`src/rtl/bcd_pkg.sv`:
```
// Shared types and sizing helpers for the binary-to-BCD formatters.
package bcd_pkg;

  typedef enum logic [1:0] {
    IDLE  = 2'd0,
    SHIFT = 2'd1,
    DONE  = 2'd2
  } bcd_state_e;

  // Digits needed for a bits-wide unsigned value; 1233/4096 approximates log10(2).
  function automatic int nibbles_for(input int bits);
    return ((bits * 32'sd1233) >>> 32'sd12) + 32'sd1;
  endfunction

endpackage

```
`src/rtl/bcd_dabble_step.sv`:
```
// One double-dabble iteration: add 3 to every digit >= 5, then shift the serial bit in at the LSB.
module bcd_dabble_step #(
  parameter int NIBBLES = 10
) (
  input  logic [4*NIBBLES-1:0] bcd_i,
  input  logic                 bit_i,
  output logic [4*NIBBLES-1:0] bcd_o
);

  logic [4*NIBBLES-2:0] adj_s;

  function automatic logic [3:0] add3(input logic [3:0] nib);
    if (nib >= 4'd5) begin
      return nib + 4'd3;
    end else begin
      return nib;
    end
  endfunction

  // Top digit never overflows its 3 low bits into a lost carry, so only those are kept.
  always_comb begin
    adj_s = '0;
    for (int i = 0; i < NIBBLES - 1; i++) begin
      adj_s[4*i +: 4] = add3(bcd_i[4*i +: 4]);
    end
    adj_s[4*(NIBBLES-1) +: 3] = 3'(add3(bcd_i[4*(NIBBLES-1) +: 4]));
  end

  assign bcd_o = {adj_s, bit_i};

endmodule

```
`src/rtl/bin2bcd_seq.sv`:
```
// Sequential binary-to-BCD converter: one shared dabble stage, BITS shift cycles per operand,
// valid/ready on input and output, optional two's-complement input.
module bin2bcd_seq
  import bcd_pkg::*;
#(
  parameter int BITS   = 32,
  parameter bit SIGNED = 1'b0,
  localparam int NIBBLES = nibbles_for(BITS),
  localparam int NDW     = $clog2(NIBBLES + 1)
) (
  input  logic                 clk_i,
  input  logic                 rst_i,
  input  logic                 in_valid_i,
  output logic                 in_ready_o,
  input  logic [BITS-1:0]      in_data_i,
  output logic                 out_valid_o,
  input  logic                 out_ready_i,
  output logic [4*NIBBLES-1:0] out_bcd_o,
  output logic                 out_neg_o,
  output logic [NDW-1:0]       out_ndigits_o
);

  localparam int CW = $clog2(BITS);

  bcd_state_e           state_q;
  logic [BITS-1:0]      mag_q;
  logic [4*NIBBLES-1:0] bcd_q;
  logic [4*NIBBLES-1:0] bcd_d;
  logic                 neg_q;
  logic [CW-1:0]        cnt_q;
  logic                 in_ready_q;
  logic                 out_valid_q;

  logic                 neg_s;
  logic [BITS-1:0]      mag_s;
  logic [NDW-1:0]       nd_s;

  bcd_dabble_step #(.NIBBLES(NIBBLES)) u_step (
    .bcd_i (bcd_q),
    .bit_i (mag_q[BITS-1]),
    .bcd_o (bcd_d)
  );

  // Magnitude of the incoming operand; the most negative value maps to 2^(BITS-1) by wrap.
  always_comb begin
    neg_s = SIGNED && in_data_i[BITS-1];
    if (neg_s) begin
      mag_s = ~in_data_i + BITS'(1);
    end else begin
      mag_s = in_data_i;
    end
  end

  // Significant-digit count from the accumulator; a zero result still reports one digit.
  always_comb begin
    nd_s = NDW'(1);
    for (int i = 0; i < NIBBLES; i++) begin
      if (bcd_q[4*i +: 4] != 4'd0) begin
        nd_s = NDW'(i + 1);
      end else begin
        nd_s = nd_s;
      end
    end
  end

  // Control FSM and datapath registers.
  always_ff @(posedge clk_i) begin
    if (rst_i) begin
      state_q     <= IDLE;
      mag_q       <= '0;
      bcd_q       <= '0;
      neg_q       <= 1'b0;
      cnt_q       <= '0;
      in_ready_q  <= 1'b1;
      out_valid_q <= 1'b0;
    end else begin
      case (state_q)
        IDLE: begin
          if (in_valid_i && in_ready_q) begin
            mag_q      <= mag_s;
            neg_q      <= neg_s;
            bcd_q      <= '0;
            cnt_q      <= CW'(BITS - 1);
            in_ready_q <= 1'b0;
            state_q    <= SHIFT;
          end
        end
        SHIFT: begin
          bcd_q <= bcd_d;
          mag_q <= {mag_q[BITS-2:0], 1'b0};
          if (cnt_q == CW'(0)) begin
            out_valid_q <= 1'b1;
            state_q     <= DONE;
          end else begin
            cnt_q <= cnt_q - CW'(1);
          end
        end
        DONE: begin
          if (out_ready_i) begin
            out_valid_q <= 1'b0;
            in_ready_q  <= 1'b1;
            state_q     <= IDLE;
          end
        end
        default: begin
          out_valid_q <= 1'b0;
          in_ready_q  <= 1'b1;
          state_q     <= IDLE;
        end
      endcase
    end
  end

  assign in_ready_o    = in_ready_q;
  assign out_valid_o   = out_valid_q;
  assign out_bcd_o     = bcd_q;
  assign out_neg_o     = neg_q;
  assign out_ndigits_o = nd_s;

endmodule

```
`config.mk`:
```
export PLATFORM = sky130hd
export DESIGN_NAME = bin2bcd_seq
export DESIGN_NICKNAME = d
export VERILOG_FILES = /design/src/rtl/bcd_pkg.sv /design/src/rtl/bcd_dabble_step.sv /design/src/rtl/bin2bcd_seq.sv
export SDC_FILE = /design/constraint.sdc
export NUM_CORES = 1
export LEC_CHECK = 0
export CAP_MARGIN = 0
export CELL_PAD_IN_SITES_DETAIL_PLACEMENT = 0
export CELL_PAD_IN_SITES_GLOBAL_PLACEMENT = 2
export CORE_ASPECT_RATIO = 0.5
export CORE_MARGIN = 3
export CORE_UTILIZATION = 30
export DETAILED_ROUTE_END_ITERATION = 12
export PLACE_DENSITY_LB_ADDON = 0.1
export SLEW_MARGIN = 20
export SYNTH_ARGS = -nofsm -noshare
export SYNTH_HDL_FRONTEND = slang
export SYNTH_SLANG_ARGS = --single-unit
```
`constraint.sdc`:
```
create_clock -name clk_i -period 4.17 [get_ports clk_i]
set_clock_uncertainty 0.1 [all_clocks]
set_input_delay 0.834 -clock clk_i [delete_from_list [all_inputs] [get_ports clk_i]]
set_output_delay 0.834 -clock clk_i [all_outputs]
set_load 0.1 [all_outputs]
```
==> out/results.ini, run 1 <==
[yosys]
synthCells=501
ys_warn_count=0
synth-edff-count=0
syn_area_per_cell_sq_um=8.17
synth_nets=559
synth_cell_types=37
syn_area_sq_mm=0.00409
synthArstFlopShare=0
ys_seq_elements=81
seq_area_frac_synth=0.396
synthFlopType=dfxtp_1

[cts]
cts_root_buf=clkbuf_16
postCtsHoldBufs=0
numCtsBuffers=9
cts_resized=0
clk_pin_slew_worst_paths_ns=0.06
cts_tree=yes
worstSkewPairLatency_ns=0.34
cts_htree_levels=3
cts_buffer_depth=2
clock-sinks=81
postCtsSetupBuffers=0

[route]
via_count=3646
routedWlPerCell_um=14.1
first_pass_iters=4
post-route-drc-count=0
detail_route.wirelength_um=10500
drtIter0Drc=145
avgViaCountPerCell=4.91
ant_nets=0

[worst_setup_path]
r2r-end=cnt_q[4]$_SDFFE_PP0P_
start_kind=flip-flop
critPathBufInv=2
crit_path_end_kind=output port
worstRegToRegCells=4
arrival_ns=2.59
cpMaxStageDelayCell=clkdlybuf4s50_1
cp.required_ns=3.24
slowest_delay_ns=1.02
worstPathCellList=inv_1, ha_1, nor3b_1, nand3_1, clkdlybuf4s50_1
r2r-start=state_q[0]$_SDFFE_PP0P_
worst-path-max-fanout=6
path_delay_family=buffers and inverters
setup.worst_path.class=reg -> out
r2r_setup_slack_ns=2.05

[finish]
syn2layout_area_growth_pct=31.6
drive_gt1_frac=0.0593
final_nets=626
multi_input_area_sq_mm=0.00228
final_cells=743
diodes=0
final_common_cell=dfxtp_1
seq_area_sq_mm=0.00162
final_cell_mix=dfxtp_1 (81), nand2_1 (78), clkdlybuf4s50_1 (77)
fillers=1321

[die]
die-area_sq_mm=0.0152
core-area_sq_mm=0.0130
die-width_um=171
row_count=29
die_h_um=88.6
start_util=0.315
ios=83

[hold_path]
min_to=out_valid_o$_SDFFE_PP0P_
min_path_cells=2
hp-class=reg -> reg
hold_start=out_valid_o$_SDFFE_PP0P_

[global_routing]
grt_use_total=0.143
grt_max_degree=49
grt_pass1_wl_um=17300
grt-ovfl-total=0
antenna_found_initial=1
grt_pass1_vias=3460

[sta]
hold_viol_final=0
maxSlewHeadroom=0.333
clock.fmax_mhz=284
rsz0062_at_grt=no
fin_setup_tns_ns=0
finalCritPeriodShare=0.845
tightest_slew_ns=0.998
setup_viol=0
period_needed_ns=3.52
drv_slew=0

[power_and_ir_drop]
share_comb_of_total_power=0.168
swShare=0.283
power.switching_uw=605
p_seq_frac=0.414
p_total_uw=2140
p_int_uw=1530
p_clk_frac=0.418
peakVddDrop_mv=0.167
p_per_area_mw_per_mm2=397
cellLeakagePower_uw=0.00205

[placed_design]
gp_congestion=0.742
port_buffers=81
dp_hpwl_um=6790
post-place-cells=727

[outcome]
outcome=complete, no violations

[flow_run]
maxCapViolations=0

sequential cells by signal, summed over array words and instances, names as in the netlist:
name,flops
cnt_q,5
in_ready_o,1
mag_q,32
out_bcd_o,40
out_valid_o,1
state_q,2
metrics by stage:
step	utilization	hold WS, ns	instance area [sq um]	worst slack (ns)
floorplan	-	0.355	4100	-0.375
global placement	0.388	0.350	5040	1.00
detailed placement	0.388	0.359	5040	0.992
CTS	0.414	0.369	5380	0.624
global route	0.415	0.398	5390	0.508
finish	0.415	0.363	5390	0.648
cell usage after synthesis, types with 6 or more instances:
master,instances,area (sq um)
dfxtp_1,81,1620
a22o_1,20,175
xnor2_1,10,87.6
nor3_1,13,65.1
nand2_1,78,293
a21oi_1,35,175
ha_1,22,275
nand2b_1,12,75.1
and2_1,6,37.5
inv_1,24,90.1
o21ai_0,30,150
clkbuf_1,19,71.3
nor3b_1,12,90.1
buf_2,8,40.0
mux2i_1,10,100
a311oi_1,32,280
nor2_1,44,165
nand3_1,13,65.1
area by class of cell:
| class | instances | share of cell area |
|---|---|---|
| Multi-Input combinational cell | 365 | 0.423 |
| Sequential cell | 81 | 0.301 |
| Timing Repair Buffer | 87 | 0.157 |
| Clock buffer | 11 | 0.0469 |
| Tap cell | 170 | 0.0395 |
| Inverter | 24 | 0.0167 |
| Clock inverter | 5 | 0.0160 |
cells by family (layout without fill, tap and decap cells):
group,after synthesis,count (layout),share of synthesized area
multiplexers,10,10,0.0245
buffers and inverters,55,127,0.0538
flip-flops,81,81,0.396
AND/OR/NAND/NOR,193,193,0.223
XOR/XNOR,13,13,0.0278
adder cells (fa/ha/maj),22,22,0.0673
AO/OA/AOI/OAI,126,126,0.207
other,1,1,0.000916
per-layer routing:
layer	routed length, um	vias to the layer above	track usage
met5	15	-	0
met4	34	2	0.0307
met3	474	4	0.0442
met2	4490	73	0.231
met1	5500	1674	0.190
li1	-	1893	-
power groups by stage:
stage,clock (uW),combinational [uW],sequential [uW]
global route,953,411,894
floorplan,0,238,911
finish,894,359,884
detailed placement,0,366,901
CTS,926,366,884
global placement,0,364,900
how the worst max path moves through the flow:
stage                                   to  cells past startpoint  slack (ns)                  startpoint
after floorplan           out_ndigits_o[2]                      5       -0.38  out_bcd_o[33]$_SDFFE_PP0P_
after CTS                 out_ndigits_o[3]                      5        0.62  out_bcd_o[32]$_SDFFE_PP0P_
after global placement    out_ndigits_o[3]                      5        1.00  out_bcd_o[32]$_SDFFE_PP0P_
after detailed placement  out_ndigits_o[3]                      5        0.99  out_bcd_o[32]$_SDFFE_PP0P_
final                     out_ndigits_o[3]                      5        0.65  out_bcd_o[32]$_SDFFE_PP0P_
after global routing      out_ndigits_o[3]                      5        0.51  out_bcd_o[32]$_SDFFE_PP0P_
worst reg2reg max path, delay by kind of cell, from the launching register on:
family	cells	cell delay, ns
compound gates	2	0.29
flops	1	0.49
simple gates	2	1.17
No activity file was read; power rests on OpenSTA's default activity.
==> run 2, diff against run 1 <==
==> constraint.sdc (replaced) <==
create_clock -name clk_i -period 3.5 [get_ports clk_i]
set_clock_uncertainty 0.1 [all_clocks]
set_input_delay 0.7 -clock clk_i [delete_from_list [all_inputs] [get_ports clk_i]]
set_output_delay 0.7 -clock clk_i [all_outputs]
set_load 0.1 [all_outputs]
==> out/results.ini, run 2 (synthesized netlist as in run 1, its figures left out) <==
[route]
ant_nets=0  ; unchanged
top_layer=met4  ; was met5
detail_route.wirelength_um=10600  ; was 10,500 um
drt-met1-wl_um=5600  ; was 5500 um
first_pass_iters=4  ; unchanged
post-route-drc-count=0  ; unchanged
via_count=3641  ; was 3,646
route.met2.wl_um=4570  ; was 4490 um
routedWlPerCell_um=14.2  ; was 14.1 um
dr_wl_met3_um=376  ; was 474 um
drtIter0Drc=116  ; was 145
avgViaCountPerCell=4.89  ; was 4.91

[sta]
clock.fmax_mhz=321
drv_slew=0  ; unchanged
fin_ws_ns=0.382  ; was 0.648 ns
whs_ns=0.358  ; was 0.363 ns
tightest_slew_ns=0.749  ; was 0.998 ns
hold_viol_final=0  ; unchanged
rsz0062_at_grt=no  ; unchanged
period_needed_ns=3.12
maxSlewHeadroom=0.501  ; was 0.333
setup_viol=0  ; unchanged
finalCritPeriodShare=0.891

[die]
ios=83  ; unchanged
core-area_sq_mm=0.0130  ; unchanged
die-area_sq_mm=0.0152  ; unchanged
row_count=29  ; unchanged
die_h_um=88.6  ; unchanged
start_util=0.315  ; unchanged
die-width_um=171  ; unchanged

[cts]
postCtsHoldBufs=0  ; unchanged
cts_root_buf=clkbuf_16  ; unchanged
cts_resized=0  ; unchanged
cts_buffer_depth=2  ; unchanged
numCtsBuffers=9  ; unchanged
postCtsSetupBuffers=0  ; unchanged
cts_htree_levels=3  ; unchanged
cts_tree=yes  ; unchanged
clock-sinks=81  ; unchanged
worstSkewPairLatency_ns=0.34  ; about the same
clk_pin_slew_worst_paths_ns=0.06  ; about the same

[placed_design]
port_buffers=81  ; unchanged
gp_congestion=0.768  ; was 0.742
pre_cts_ws_ns=0.738  ; was 0.992 ns
dp_hpwl_um=7100  ; was 6790 um

[global_routing]
grt_pass1_wl_um=17600  ; was 17,300 um
grt_pass1_vias=3502  ; was 3,460
grt-ovfl-total=0  ; unchanged
antenna_found_initial=0  ; was 1
grt_use_total=0.146  ; was 0.143
grt_max_degree=68  ; was 49

[finish]
final_cell_mix=dfxtp_1 (81), nand2_1 (78), buf_4 (51)  ; was dfxtp_1 (81), nand2_1 (78), clkdlybuf4s50_1 (77)
syn2layout_area_growth_pct=29.5  ; was 31.6%
final_nets=628  ; was 626
diodes=0  ; unchanged
final_common_cell=dfxtp_1  ; unchanged
drive_gt1_frac=0.143  ; was 0.0593
largest_reg_flops=40  ; unchanged

[outcome]
outcome=complete, no violations  ; unchanged

[hold_path]
hp-class=reg -> reg  ; unchanged

[worst_setup_path]
crit_path_end_kind=output port  ; unchanged
start_kind=flip-flop  ; unchanged
cp.required_ns=2.70  ; was 3.24 ns
arrival_ns=2.32  ; was 2.59 ns
setup.worst_path.class=reg -> out  ; unchanged
worst-path-max-fanout=6  ; unchanged

[power_and_ir_drop]
cellLeakagePower_uw=0.00214  ; was 0.00205 uW
p_per_area_mw_per_mm2=454  ; was 397 mW/mm^2
peakVddDrop_mv=0.187  ; was 0.167 mV

[flow_run]
maxCapViolations=0  ; unchanged

## run 2: cell type report
| class | count | area (sq um) |
|---|---|---|
| fillers | 1329 | 7690 |
| multi-input cells | 365 | 2300 |
| flip-flops and latches | 81 | 1620 |
| repair buffers | 89 | 788 |
| clock buffers | 11 | 253 |
| well taps | 170 | 213 |
| inverters | 24 | 90.1 |
| clock inverters | 5 | 37.5 |
## run 2: path summary, 6_finish.rpt
kind | startpoint | endpoint | slack [ns] | cells after the start
worst max-delay path | out_bcd_o[20]$_SDFFE_PP0P_ | out_ndigits_o[0] | 0.38 | 6
worst min register to register | out_valid_o$_SDFFE_PP0P_ | out_valid_o$_SDFFE_PP0P_ | 0.36 | 2
worst min-delay path | out_valid_o$_SDFFE_PP0P_ | out_valid_o$_SDFFE_PP0P_ | 0.36 | 2
worst max register to register | state_q[1]$_SDFFE_PP0P_ | cnt_q[1]$_SDFFE_PP0P_ | 1.41 | 4
## run 2: power breakdown
| group | total [uW] | leakage (uW) | switching [uW] | internal [uW] |
|---|---|---|---|---|
| Combinational | 430 | 0.00134 | 274 | 156 |
| Clock | 923 | 0.000139 | 399 | 524 |
| Sequential | 1050 | 0.000662 | 49.6 | 1000 |
| Total | 2400 | 0.00214 | 723 | 1680 |
## run 2: through the flow
| step | util | TNS (ns) | instance area [sq um] | power (uW) | cells |
|---|---|---|---|---|---|
| CTS | 0.408 | 0 | 5300 | 2460 | 745 |
| detailed placement | 0.386 | 0 | 5010 | 1510 | 729 |
| global placement | 0.386 | 0 | 5010 | 1510 | 729 |
| global route | 0.408 | 0 | 5300 | 2550 | 745 |
| finish | 0.408 | 0 | 5300 | 2400 | 745 |
| floorplan | - | -0.362 | 4120 | 1370 | 501 |
## run 2: metal layers
metal  track usage  vias to the layer above
li1              -                     1895
met1         0.203                     1680
met2         0.225                       60
met3        0.0419                        6
met4        0.0350                        0
met5             0                        -
## run 2: worst max-delay path: stages, from the launching register on
cell and delay, ns:
dfxtp_1 0.36, inv_1 0.08, ha_1 0.20, nor3b_1 0.60, o21ai_0 0.24, a31oi_2 0.29
buf_12 0.20
==> patch (flow settings as in run 2) <==
The parameter `BITS` goes from 32 to 16.
--- a/src/rtl/bin2bcd_seq.sv
+++ b/src/rtl/bin2bcd_seq.sv
@@ -4,5 +4,5 @@
   import bcd_pkg::*;
 #(
-  parameter int BITS   = 32,
+  parameter int BITS   = 16,
   parameter bit SIGNED = 1'b0,
   localparam int NIBBLES = nibbles_for(BITS),
Ports: changed (resized in_data_i, out_bcd_o and out_ndigits_o); port bits go from 83 to 46. The function was not compared with the original's and may differ.
==> patch against run 2 <==
- cell area down 43%
- clock power down 47%
- global-route usage down 1.8 points
- area after synthesis down 40%
- non-clock buffer count down 41
- setup slack better by 0.47 ns
- power down 46%
- via count down 46%
- hold slack worse by 0.0024 ns
- wire length down 45%
- sequential cell count down 37
- critical path type unchanged
- critical endpoint unchanged
==> patch: results (changes against run 2) <==
* Drt first-iter violations at 99 (-15%)
* IO Port Bufs at 44 (-46%)
* GRT Overall Usage at 0.1277 (-0.01816)
* Data arrival time of the critical path at 1.85 ns (-0.47 ns)
* Number of global-route vias before repair at 1916 (-45%)
* Design Power at 0.001300 W (-46%)
* Most instantiated cells after synthesis: 44 x sky130_fd_sc_hd__dfxtp_1, 38 x sky130_fd_sc_hd__nand2_1, 18 x sky130_fd_sc_hd__a21oi_1
* Cell types occupying the most area after synthesis: sky130_fd_sc_hd__dfxtp_1 36%, sky130_fd_sc_hd__ha_1 6.1%, sky130_fd_sc_hd__nand2_1 5.8%
* First-pass GRT wire length at 9.673 mm (-45%)
* Total met3 wirelength after detailed routing at 216 microns (-43%)
* Avg Synthesized Cell Area at 8.844 sq um (+8.3%)
* Clock power frac at 0.376 (-0.008)
* DP Wirelength at 3.921 mm (-45%)
* Relative slew margins at 0.5620 (+0.06146)
* Static leakage power at 1.167 nW (-46%)
* Run status: complete, no violations
* GR met3 Demand/Resource at 0.04245 (+0.0005005)
* Proportion of layout cells with a drive suffix above 1 at 0.1994 (+0.05676)
* Total number of vias at 1984 (-46%)
* Met1 GRT Util at 0.1719 (-0.03097)
* CTS buffer count at 5 (-4)
* Compound-Gate Fraction of Synth Area at 0.2407 (+0.03374)
* Peak supply drop at 0.1692 mV (-9.4%)
* WL met2 at 2.459 mm (-46%)
* Mapped Nets at 310 (-45%)
* DRT Wirelength at 5.798 mm (-45%)
patch: cell types whose count changed after synthesis, sizes merged, moves of 6 or more:
cell	change
a21o	+16
dfxtp	-37
nand3b	+15
a22o	-6
nand3	-8
clkbuf	-16
nand2	-40
nand2b	-6
inv	-11
nor2	-30
a311oi	-32
ha	-10
nor3b	-8
o21ai	-18
patch: area by class of cell:
class                      count  area [sq um]
multi-input combinational    203          1404
inverter                      13         48.80
sequential                    44         880.8
clock inverter                 2         10.01
tap                          108         135.1
timing repair buffer          48         407.9
fill                         800          4599
clock buffer                   6         138.9
patch: path summary, 6_finish.rpt:
check               startpoint               end  slack (ns)  cells after the start
hold reg to reg       mag_q[2]          mag_q[2]        0.36                      2
hold / removal        mag_q[2]          mag_q[2]        0.36                      2
setup reg to reg    state_q[0]      out_bcd_o[2]        1.40                      3
setup / recovery  out_bcd_o[4]  out_ndigits_o[0]        0.85                      6
